===== src/rtl/piso_serial_tx_pkg.sv =====
// Shared definitions for the piso_serial_tx framed transmitter.
// Contents:
//   state_e    - FSM state encoding (IDLE, START, DATA, STOP)
//   LINE_IDLE  - level of the serial line between frames
//   START_BIT  - level of the start bit
//   STOP_BIT   - level of the stop bit
//   cnt_width  - counter width helper, max(1, clog2(n))
package piso_serial_tx_pkg;

    typedef enum logic [1:0] {
        ST_IDLE  = 2'd0,
        ST_START = 2'd1,
        ST_DATA  = 2'd2,
        ST_STOP  = 2'd3
    } state_e;

    localparam logic LINE_IDLE = 1'b1;
    localparam logic START_BIT = 1'b0;
    localparam logic STOP_BIT  = 1'b1;

    // A counter that must hold 0..n-1 never needs fewer than one bit.
    function automatic int cnt_width(input int n);
        if (n <= 1) begin
            return 1;
        end else begin
            return $clog2(n);
        end
    endfunction

endpackage


===== src/rtl/piso_serial_tx_bit_timer.sv =====
// Bit-period timer for piso_serial_tx.
// Counts 0..CLKS_PER_BIT-1 and wraps, flagging the last cycle of each bit.
// Ports:
//   clk   - system clock
//   reset - synchronous active-high reset
//   clear - holds the count at zero so the next period starts fresh
//   tick  - high on the last cycle of each bit period
module piso_serial_tx_bit_timer
    import piso_serial_tx_pkg::*;
#(
    parameter int CLKS_PER_BIT = 4
) (
    input  logic clk,
    input  logic reset,
    input  logic clear,
    output logic tick
);

    localparam int            CW   = cnt_width(CLKS_PER_BIT);
    localparam logic [CW-1:0] LAST = CW'(CLKS_PER_BIT - 1);
    localparam logic [CW-1:0] ONE  = CW'(1);

    logic [CW-1:0] cnt_q;
    logic [CW-1:0] cnt_d;

    // With CLKS_PER_BIT=1 LAST is zero, so every cycle is a tick.
    assign tick = (cnt_q == LAST);

    // Next count: restart on clear or at the end of a bit period.
    always_comb begin
        cnt_d = cnt_q;
        if (clear || tick) begin
            cnt_d = '0;
        end else begin
            cnt_d = cnt_q + ONE;
        end
    end

    // Count register.
    always_ff @(posedge clk) begin
        if (reset) begin
            cnt_q <= '0;
        end else begin
            cnt_q <= cnt_d;
        end
    end

endmodule


===== src/rtl/piso_serial_tx.sv =====
// Parallel-in, serial-out framed transmitter.
// Sends start bit (0), DATA_W data bits LSB first, stop bit (1), each held
// for CLKS_PER_BIT clocks. All outputs come straight from flops.
// Ports:
//   clk   - system clock
//   reset - synchronous active-high reset, aborts any frame in progress
//   load  - producer request; word taken on an edge where load && ready
//   din   - parallel word, sampled only at acceptance
//   ready - high in IDLE, a word can be accepted
//   sdout - serial line, idles high
//   busy  - high while a frame is on the line (always !ready)
//   done  - one-cycle pulse in the first IDLE cycle after a stop bit
module piso_serial_tx
    import piso_serial_tx_pkg::*;
#(
    parameter int DATA_W       = 8,
    parameter int CLKS_PER_BIT = 4
) (
    input  logic              clk,
    input  logic              reset,
    input  logic              load,
    input  logic [DATA_W-1:0] din,
    output logic              ready,
    output logic              sdout,
    output logic              busy,
    output logic              done
);

    localparam int            BW       = cnt_width(DATA_W);
    localparam logic [BW-1:0] LAST_BIT = BW'(DATA_W - 1);
    localparam logic [BW-1:0] ONE_BIT  = BW'(1);

    state_e            state_q;
    state_e            state_d;
    logic [DATA_W-1:0] shift_q;
    logic [DATA_W-1:0] shift_d;
    logic [BW-1:0]     bit_cnt_q;
    logic [BW-1:0]     bit_cnt_d;
    logic              sdout_q;
    logic              sdout_d;
    logic              ready_q;
    logic              ready_d;
    logic              done_q;
    logic              done_d;
    logic              tick_s;
    logic              timer_clear_s;

    // Holding the timer in IDLE makes the start bit begin a full period.
    assign timer_clear_s = (state_q == ST_IDLE);

    piso_serial_tx_bit_timer #(
        .CLKS_PER_BIT (CLKS_PER_BIT)
    ) u_bit_timer (
        .clk   (clk),
        .reset (reset),
        .clear (timer_clear_s),
        .tick  (tick_s)
    );

    // Next-state logic for the frame FSM, shift register and bit counter.
    always_comb begin
        state_d   = state_q;
        shift_d   = shift_q;
        bit_cnt_d = bit_cnt_q;
        done_d    = 1'b0;
        case (state_q)
            ST_IDLE: begin
                if (load) begin
                    shift_d = din;
                    state_d = ST_START;
                end else begin
                    state_d = ST_IDLE;
                end
            end
            ST_START: begin
                if (tick_s) begin
                    bit_cnt_d = '0;
                    state_d   = ST_DATA;
                end else begin
                    state_d = ST_START;
                end
            end
            ST_DATA: begin
                if (tick_s) begin
                    shift_d = shift_q >> 1;
                    if (bit_cnt_q == LAST_BIT) begin
                        bit_cnt_d = '0;
                        state_d   = ST_STOP;
                    end else begin
                        bit_cnt_d = bit_cnt_q + ONE_BIT;
                    end
                end else begin
                    state_d = ST_DATA;
                end
            end
            ST_STOP: begin
                if (tick_s) begin
                    done_d  = 1'b1;
                    state_d = ST_IDLE;
                end else begin
                    state_d = ST_STOP;
                end
            end
            default: begin
                state_d = ST_IDLE;
            end
        endcase
    end

    // Output values are derived from the next state so they can be registered
    // and line up exactly with the state they belong to.
    always_comb begin
        case (state_d)
            ST_START: sdout_d = START_BIT;
            ST_DATA:  sdout_d = shift_d[0];
            ST_STOP:  sdout_d = STOP_BIT;
            default:  sdout_d = LINE_IDLE;
        endcase
        ready_d = (state_d == ST_IDLE);
    end

    // State and output registers; reset abandons any frame without a done pulse.
    always_ff @(posedge clk) begin
        if (reset) begin
            state_q   <= ST_IDLE;
            shift_q   <= '0;
            bit_cnt_q <= '0;
            sdout_q   <= LINE_IDLE;
            ready_q   <= 1'b1;
            done_q    <= 1'b0;
        end else begin
            state_q   <= state_d;
            shift_q   <= shift_d;
            bit_cnt_q <= bit_cnt_d;
            sdout_q   <= sdout_d;
            ready_q   <= ready_d;
            done_q    <= done_d;
        end
    end

    assign ready = ready_q;
    assign busy  = ~ready_q;
    assign sdout = sdout_q;
    assign done  = done_q;

endmodule


===== config.mk =====
export PLATFORM = sky130hd
export DESIGN_NAME = piso_serial_tx
export DESIGN_NICKNAME = d
export VERILOG_FILES = /design/src/rtl/piso_serial_tx_pkg.sv /design/src/rtl/piso_serial_tx_bit_timer.sv /design/src/rtl/piso_serial_tx.sv
export SDC_FILE = /design/constraint.sdc
export NUM_CORES = 1
export LEC_CHECK = 0
export CAP_MARGIN = 20
export CORE_MARGIN = 8
export CORE_UTILIZATION = 45
export CTS_BUF_LIST = sky130_fd_sc_hd__clkbuf_16
export DETAILED_ROUTE_END_ITERATION = 6
export PLACE_DENSITY = 0.72
export SLEW_MARGIN = 20
export SYNTH_ARGS = -nofsm -noshare
export SYNTH_HDL_FRONTEND = slang
export SYNTH_SLANG_ARGS = --single-unit

===== constraint.sdc =====
create_clock -name clk -period 1.2 [get_ports clk]
set_input_delay 0.3 -clock clk [delete_from_list [all_inputs] [get_ports clk]]
set_output_delay 0.3 -clock clk [all_outputs]
set_load 0.1 [all_outputs]

# ---- Word level (Yosys, flattened, before mapping)
# Index checks and enable logic that the tools add are counted.
dict set report op_classes {
  add_sub_neg 2
  mul 0
  n_div 0
  order_cmp 0
  n_eq_ne 10
  n_shift 0
  n_mux 15
  n_bitwise 2
  reduce_logical 9
}
# op count
set ops {}
lappend ops {{8-bit 2-to-1 mux} 2}
lappend ops {{8-bit case mux with 2 select lines} 1}
lappend ops {{3-bit 2-to-1 mux} 3}
lappend ops {{2-bit == test, second input constant} 4}
lappend ops {{2-bit 2-to-1 mux} 4}
lappend ops {{2-bit case mux with 4 select lines} 1}
lappend ops {{3-bit case mux with 2 select lines} 1}
lappend ops {{3-bit AND reduction} 2}
lappend ops {{2-bit by 1-bit == test with 1-bit output, second input constant} 2}
lappend ops {{2-bit logical NOT} 2}
lappend ops {{2-bit by 1-bit != test with 1-bit output, second input constant} 2}
lappend ops {{2-bit nonzero test} 2}
lappend ops {{2-bit OR reduction} 2}
lappend ops {{3-bit by 1-bit adder with 3-bit output, second input constant} 1}
lappend ops {{3-bit == test, second input constant} 1}
lappend ops {{2-bit by 1-bit adder with 2-bit output, second input constant} 1}
lappend ops {{1-bit 2-to-1 mux} 2}
lappend ops {{2-bit != test, second input constant} 1}
lappend ops {{1-bit NOT} 2}
lappend ops {{1-bit case mux with 2 select lines} 1}
lappend ops {{1-bit logical OR} 1}
dict set report word_totals {
  ff_bits 18
  latch_bits 0
  mem_bits_rw 0
  rom_bits 0
  n_memories 0
}

# ---- Longest topological paths before layout
# Gate-level depths: netlist of run 1.
dict set report logic_depth {
  depth_word 6
  mapped_depth 5
}

# ---- Hierarchy
# From an unflattened synthesis of run 1, not the netlist that was laid out.
dict set report hier_totals {
  hier_cells 95
  area_unflattened_um2 883.3
}
# module n_inst cells_per_inst area_each_um2 seq_area_each_um2
set by_module_without_submodules {}
lappend by_module_without_submodules {piso_serial_tx 1 90 803.3 320.3}
lappend by_module_without_submodules {piso_serial_tx_bit_timer 1 5 80.1 40.0}

# ---- Least setup slack after synthesis of run 1
# No wires, ideal clock.
dict set report synth_timing {
  path_type {register to output}
  start {register ready_q (netlist: ready)}
  end {output busy}
  arrival_time_ns 1.610
  slack_ns -0.710
  path_stages_with_launch 2
  n_path_buf 0
  path_cell_list {dfxtp_1 > inv_1}
}
dict set report synth_between {
  elab_chain_len 1
}
# element line
set synth_rtl {}
lappend synth_rtl {{start, declared} piso_serial_tx.sv:41} ;# logic ready_q;
lappend synth_rtl {{start signal, assigned} piso_serial_tx.sv:136} ;# ready_q <= ready_d;
lappend synth_rtl {{1-bit NOT} piso_serial_tx.sv:142} ;# assign busy = ~ready_q;
lappend synth_rtl {{end, declared} piso_serial_tx.sv:25} ;# output logic busy,
# Every way passes these cells.

# ---- Worst setup path after layout of run 1
dict set report layout_timing {
  start {register u_bit_timer.cnt_q[0]}
  end {register ready_q (netlist: ready)}
}
dict set report layout_between {
  elab_chain_len 4
}
# element line
set layout_rtl {}
lappend layout_rtl {{start, declared} piso_serial_tx_bit_timer.sv:23} ;# logic [CW-1:0] cnt_q;
lappend layout_rtl {{start signal, assigned} piso_serial_tx_bit_timer.sv:44} ;# cnt_q <= cnt_d;
lappend layout_rtl {{2-bit == test *} piso_serial_tx_bit_timer.sv:27} ;# assign tick = (cnt_q == LAST);
lappend layout_rtl {{named net tick_s} piso_serial_tx.sv:45} ;# logic tick_s;
lappend layout_rtl {{2-bit 2-to-1 mux (on tied branches)} {piso_serial_tx.sv:97, piso_serial_tx.sv:76, piso_serial_tx.sv:84}}
lappend layout_rtl {{2-bit case mux with 4 select lines *} piso_serial_tx.sv:66} ;# case (state_q)
lappend layout_rtl {{2-bit logical NOT *} piso_serial_tx.sv:119} ;# ready_d = (state_d == ST_IDLE);
# Mark *: on every way through the listed nets, which the timed path passes. The rest lies on a longest branch.
# A chain may end at the register's enable or synchronous reset.

==> metrics.yaml, run 1 <==
status: "finished, violations left"
violations: "negative setup slack"
dp_cells: 143
fin_hold_ws_ns: 0.4832
p_per_area_nw_per_um2: 1167
vias: 829
drv_cap: 0
crit_path_end_kind: "flop"
wl_per_cell_um: 15.34
areaGrowthSynthToFinish_pct: 59.86
ant_nets: 0
grt_max_degree: 13
syn_inst: 95
cts.sinks: 18
fin_nets: 140
hp-class: "flop to flop"
syn-mean-instance-area_sq_um: 9.154
worst_skew_pair.late_latency_ns: 0.25
period_needed_ns: 1.245
grt_first_pass_wirelength_um: 3581
dr.max_layer_used: "met4"
initial_core_util_pct: 46.21
fin_crit_sh_pct: 103.8
antenna_found_initial: 0
dp_hpwl_um: 1525
grt.total_usage_pct: 13.05
critPathLaunchType: "flop"
worstPathMaxFanout: 6
dr.pass1.iters: 4
vdd_drop_max_mv: 1.077
final_cell_mix: "19 x buf_4, 12 x a21oi_1, 9 x nand3_1, 9 x dfxtp_1, 9 x clkdlybuf4s50_1"
cts_buffer_depth: 2
hold_violations: 0
placementRows: 16
ys_seq_elements: 18
io_pins: 15
dpl_cell_area_sq_um: 1166
drive_gt1_share_pct: 44.80
drtIter0Drc: 29
fin_util_pct: 73.87
power.leakage_uw: 0.0005664
die-area_sq_um: 3595
numCtsBuffers: 3
critical_path_class: "flop to flop"
antenna_cells: 0
path_clk_slew_ns: 0.05
overflow: 0
htreeDepth: 1
fmax_mhz: 803.2
final_area_sq_um: 1390
multi_input_area_sq_um: 559.3
cts-root-buf: "clkbuf_16"
drt-met1-wl_um: 1005
yosysWarnings: 0
vias_per_cell: 5.454
die-height_um: 59.96
grt_pass1_vias: 803
io_buffers: 14
route.detailed.drc: 0
regArea_sq_um: 374.1
netlist-cell-type-count: 30
setup_ws_ns: -0.04501
final_cells: 152
tightestPinTransition_ns: 0.2634
cts_tree: "yes"
seq_area_frac_synth_pct: 41.44
syn-cell-area_sq_um: 869.6
finClkSkew_ns: 0.0009666
routed_wirelength_um: 2332
finalSetupViolCount: 2
dr_wl_met2_um: 1170
pre_cts_slack_ns: -0.4668
fp.dieW_um: 59.96
final_common_cell: "buf_4"
gp_congestion: 0.8157
drv_slew: 0
design.core.area_sq_um: 1882
wl_met3_um: 114
crit_arrival_ns: 1.39
maxSlewHeadroom_pct: 82.32
syn_nets: 109
num-fill-cells: 145
grt_setup_unrepaired: "yes"
required_ns: 1.34
==> layout make-up <==
type | count | share of cell area, %
Multi-Input combinational cell | 67 | 40.23
Sequential cell | 18 | 26.91
Timing Repair Buffer | 34 | 23.94
Clock buffer | 3 | 5.401
Tap cell | 27 | 2.430
Inverter | 2 | 0.8101
Clock inverter | 1 | 0.2700
==> report_power, final <==
part / switching (uW) / internal (uW)
clock: 234 / 443
sequential: 25.8 / 629
combinational: 153 / 137
==> synthesized netlist by cell type, drive strengths merged <==
master  count  area, sq um
dfxtp      18        360.4
a21oi      12        60.06
nand3      10        55.05
a22oi       6        45.04
buf         5        37.53
nand2       5        18.77
o21ai       4        20.02
a21o        3        22.52
and2        3        18.77
and3b       3        26.28
clkbuf      3        11.26
ha          3        37.54
nand2b      3        18.77
inv         2        7.510
nand3b      2        18.77
nor2        2        7.510
nor3b       2        20.02
nor4b       2        17.52
a211oi      1        7.510
a31o        1        8.760
a41oi       1        16.27
mux2i       1        10.01
nor4        1        6.260
or3b        1        8.760
xor2        1        8.760
==> worst max-delay path, cell delays in order (launching register included) <==
cell,delay (ns)
dfxtp_2,0.35
ha_4,0.18
buf_4,0.12
nand3_1,0.08
a21o_1,0.18
a31o_2,0.23
==> path summary, 6_finish.rpt <==
check	from	endpoint	slack (ns)	cells after the start
setup / recovery	u_bit_timer.cnt_q[0]	ready	-0.05	5
hold / removal	shift_q[1]	shift_q[1]	0.48	2
setup reg to reg	u_bit_timer.cnt_q[0]	ready	-0.05	5
hold reg to reg	shift_q[1]	shift_q[1]	0.48	2
==> timing repair <==
| item | 4_1_cts | 5_1_grt |
|---|---|---|
| setup buffers | 0 | 5 |
| pin swaps | 3 | 9 |
| hold buffers | 0 | 0 |
| gates cloned | 0 | 0 |
| endpoints found under the setup margin | 14 | 12 |
| gates resized for setup | 9 | 18 |
==> flip-flops by register name (all words and copies together) (netlist names) <==
register / count
bit_cnt_q: 3
done: 1
state_q: 2
u_bit_timer.cnt_q: 2
ready: 1
sdout: 1
shift_q: 8
==> metrics by stage <==
step / setup TNS (ns) / power [uW]
4_1_cts: 0 / 1605
3_5_place_dp: -4.545 / 926.7
2_1_floorplan: -0.1275 / 811.6
5_1_grt: -0.2451 / 1681
3_3_place_gp: -4.021 / 921.0
6_report: -0.07972 / 1623
==> logic make-up (layout without fill, tap and decap cells) <==
logic type               after synthesis  after routing  share of synthesized area, %
AO/OA/AOI/OAI                         28             28                         20.72
XOR/XNOR                               1              1                         1.007
adder cells (fa/ha/maj)                3              3                         4.317
buffers and inverters                 10             40                         6.474
flip-flops                            18             18                         41.44
multiplexers                           1              1                         1.151
AND/OR/NAND/NOR                       34             34                         24.89
==> per-layer routing <==
layer	track usage [%]	vias to the layer above
met1	14.20	397
li1	-	404
met3	3.656	5
met4	7.823	0
met5	0	-
met2	21.85	23
Power figures use the tool's default switching activity.
==> run 2: changes to the inputs <==
- CORE_MARGIN: 8 -> 2
==> metrics.yaml, run 2 (synthesis gave the netlist of run 1 again) <==
status: "finished, violations left"
violations: "negative setup slack"
crit_path_end_kind: "flop"
grt.total_usage_pct: 22.64
dp_hpwl_um: 1409
drv_cap: 0
initial_core_util_pct: 49.29
numCtsBuffers: 3
fp.dieW_um: 47.96
worstHoldStart: "u_bit_timer.cnt_q[0]"
power.leakage_uw: 0.0005206
vias: 816
routed_wirelength_um: 2232
critical_path_class: "flop to flop"
path_clk_slew_ns: 0.05
dr.pass1.iters: 4
antenna_cells: 0
gp_congestion: 0.7020
finalSetupViolCount: 1
design.core.area_sq_um: 1764
vias_per_cell: 5.514
overflow: 0
route.detailed.drc: 0
grt_util_met2_pct: 38.40
critPathLaunchType: "flop"
ff2ff_setup_slack_ns: -0.01
hold_violations: 0
p_per_area_nw_per_um2: 1188
final_area_sq_um: 1361
startpoint: "bit_cnt_q[0]"
tns_ns: -0.01200
cts.sinks: 18
fin_util_pct: 77.16
io_buffers: 14
grt_max_degree: 11
worst_skew_pair.late_latency_ns: 0.25
die-area_sq_um: 2300
drv_slew: 0
grt_use_met1_pct: 28.08
slowest_stage: "dfxtp_2"
cts_tree: "yes"
cts-root-buf: "clkbuf_16"
finClkSkew_ns: 0.005444
antenna_found_initial: 0
maxSlewHeadroom_pct: 81.04
largest_reg_flops: 8
areaGrowthSynthToFinish_pct: 56.55
htreeDepth: 1
top_regs: "shift_q x8, bit_cnt_q x3"
timing.rr.end: "sdout"
reg2reg_from: "bit_cnt_q[0]"
crit_top_cell: "ha_4"
crit_chain: "ha_4 -> ha_4 -> a21o_1 -> mux2i_1 -> a41oi_2"
r2r_cells: 5
met3_usage_pct: 3.774
grt.busiest_layer: "met2"
wl_per_cell_um: 15.08
worstPathMaxFanout: 3
die-height_um: 47.96
fin_nets: 138
fin_crit_sh_pct: 101.0
required_ns: 1.32
fmax_mhz: 825.1
drive_gt1_share_pct: 44.72
crit_arrival_ns: 1.33
hold_end: "u_bit_timer.cnt_q[0]"
cts_buffer_depth: 2
grt_first_pass_wirelength_um: 3512
grt_setup_unrepaired: "yes"
tightestPinTransition_ns: 0.2827
ant_nets: 0
dpl_cell_area_sq_um: 1186
slowest_delay_ns: 0.33
final_cell_mix: "18 x buf_4, 12 x a21oi_1, 9 x nand3_1, 9 x dfxtp_1, 9 x clkdlybuf4s50_1"
setup_ws_ns: -0.01200
placementRows: 15
vdd_drop_max_mv: 0.7271
grt_pass1_vias: 774
hp-class: "flop to flop"
regMostFlops: "shift_q"
drtIter0Drc: 15
io_pins: 15
final_common_cell: "buf_4"
period_needed_ns: 1.212
min_path_cells: 1
==> run 2: cell count changes in the layout (fill, tap and decap cells not counted), sizes merged <==
cell	before	now
buf	24	22
==> run 2: worst max path at each step <==
stage,end,depth (start not counted)
after floorplan,busy,1
after global placement,sdout,4
after detailed placement,sdout,4
after CTS,sdout,5
after global routing,sdout,5
final,sdout,5
==> run 2: cell type report <==
cell class / count / area [sq um]
well taps: 25 / 31.28
multi-input cells: 67 / 551.8
clock buffers: 3 / 75.07
fillers: 135 / 402.9
repair buffers: 32 / 314.1
inverters: 2 / 11.26
clock inverters: 1 / 3.754
flip-flops and latches: 18 / 374.1
==> run 2: power breakdown <==
group	total (uW)	leakage [uW]	switching, uW	internal [uW]
sequential	654	0.000150	24.4	630
clock	668	0.0000385	225	443
combinational	296	0.000332	156	139
==> run 2: critical path: cells and delay by family (launching register included) <==
family / cells / cell delay, ns
mux: 1 / 0.17
fa+ha+maj: 2 / 0.32
flops: 1 / 0.33
compound gates: 2 / 0.27
==> run 2: what timing repair did <==
action / 4_1_cts / 5_1_grt
pin swaps: 7 / 7
hold buffers: 0 / 0
resized for setup: 15 / 10
setup endpoints to repair: 13 / 12
setup buffers: 0 / 0
==> run 2: routing by layer <==
layer,wire length [um],up-vias
li1,-,400
met1,1002,397
met2,1143,17
met3,70,2
met4,15,0
met5,0,-
==> run 2: metrics by stage <==
stage | instances | power (uW) | hold slack, ns | setup WS (ns)
finish | 148 | 1617 | 0.4393 | -0.01200
detailed placement | 144 | 936.7 | 0.4374 | -0.4483
global route | 148 | 1673 | 0.4615 | -0.05663
global placement | 144 | 929.5 | 0.4221 | -0.4360
CTS | 148 | 1615 | 0.4380 | -0.01854
floorplan | 95 | 811.6 | 0.4127 | -0.1262
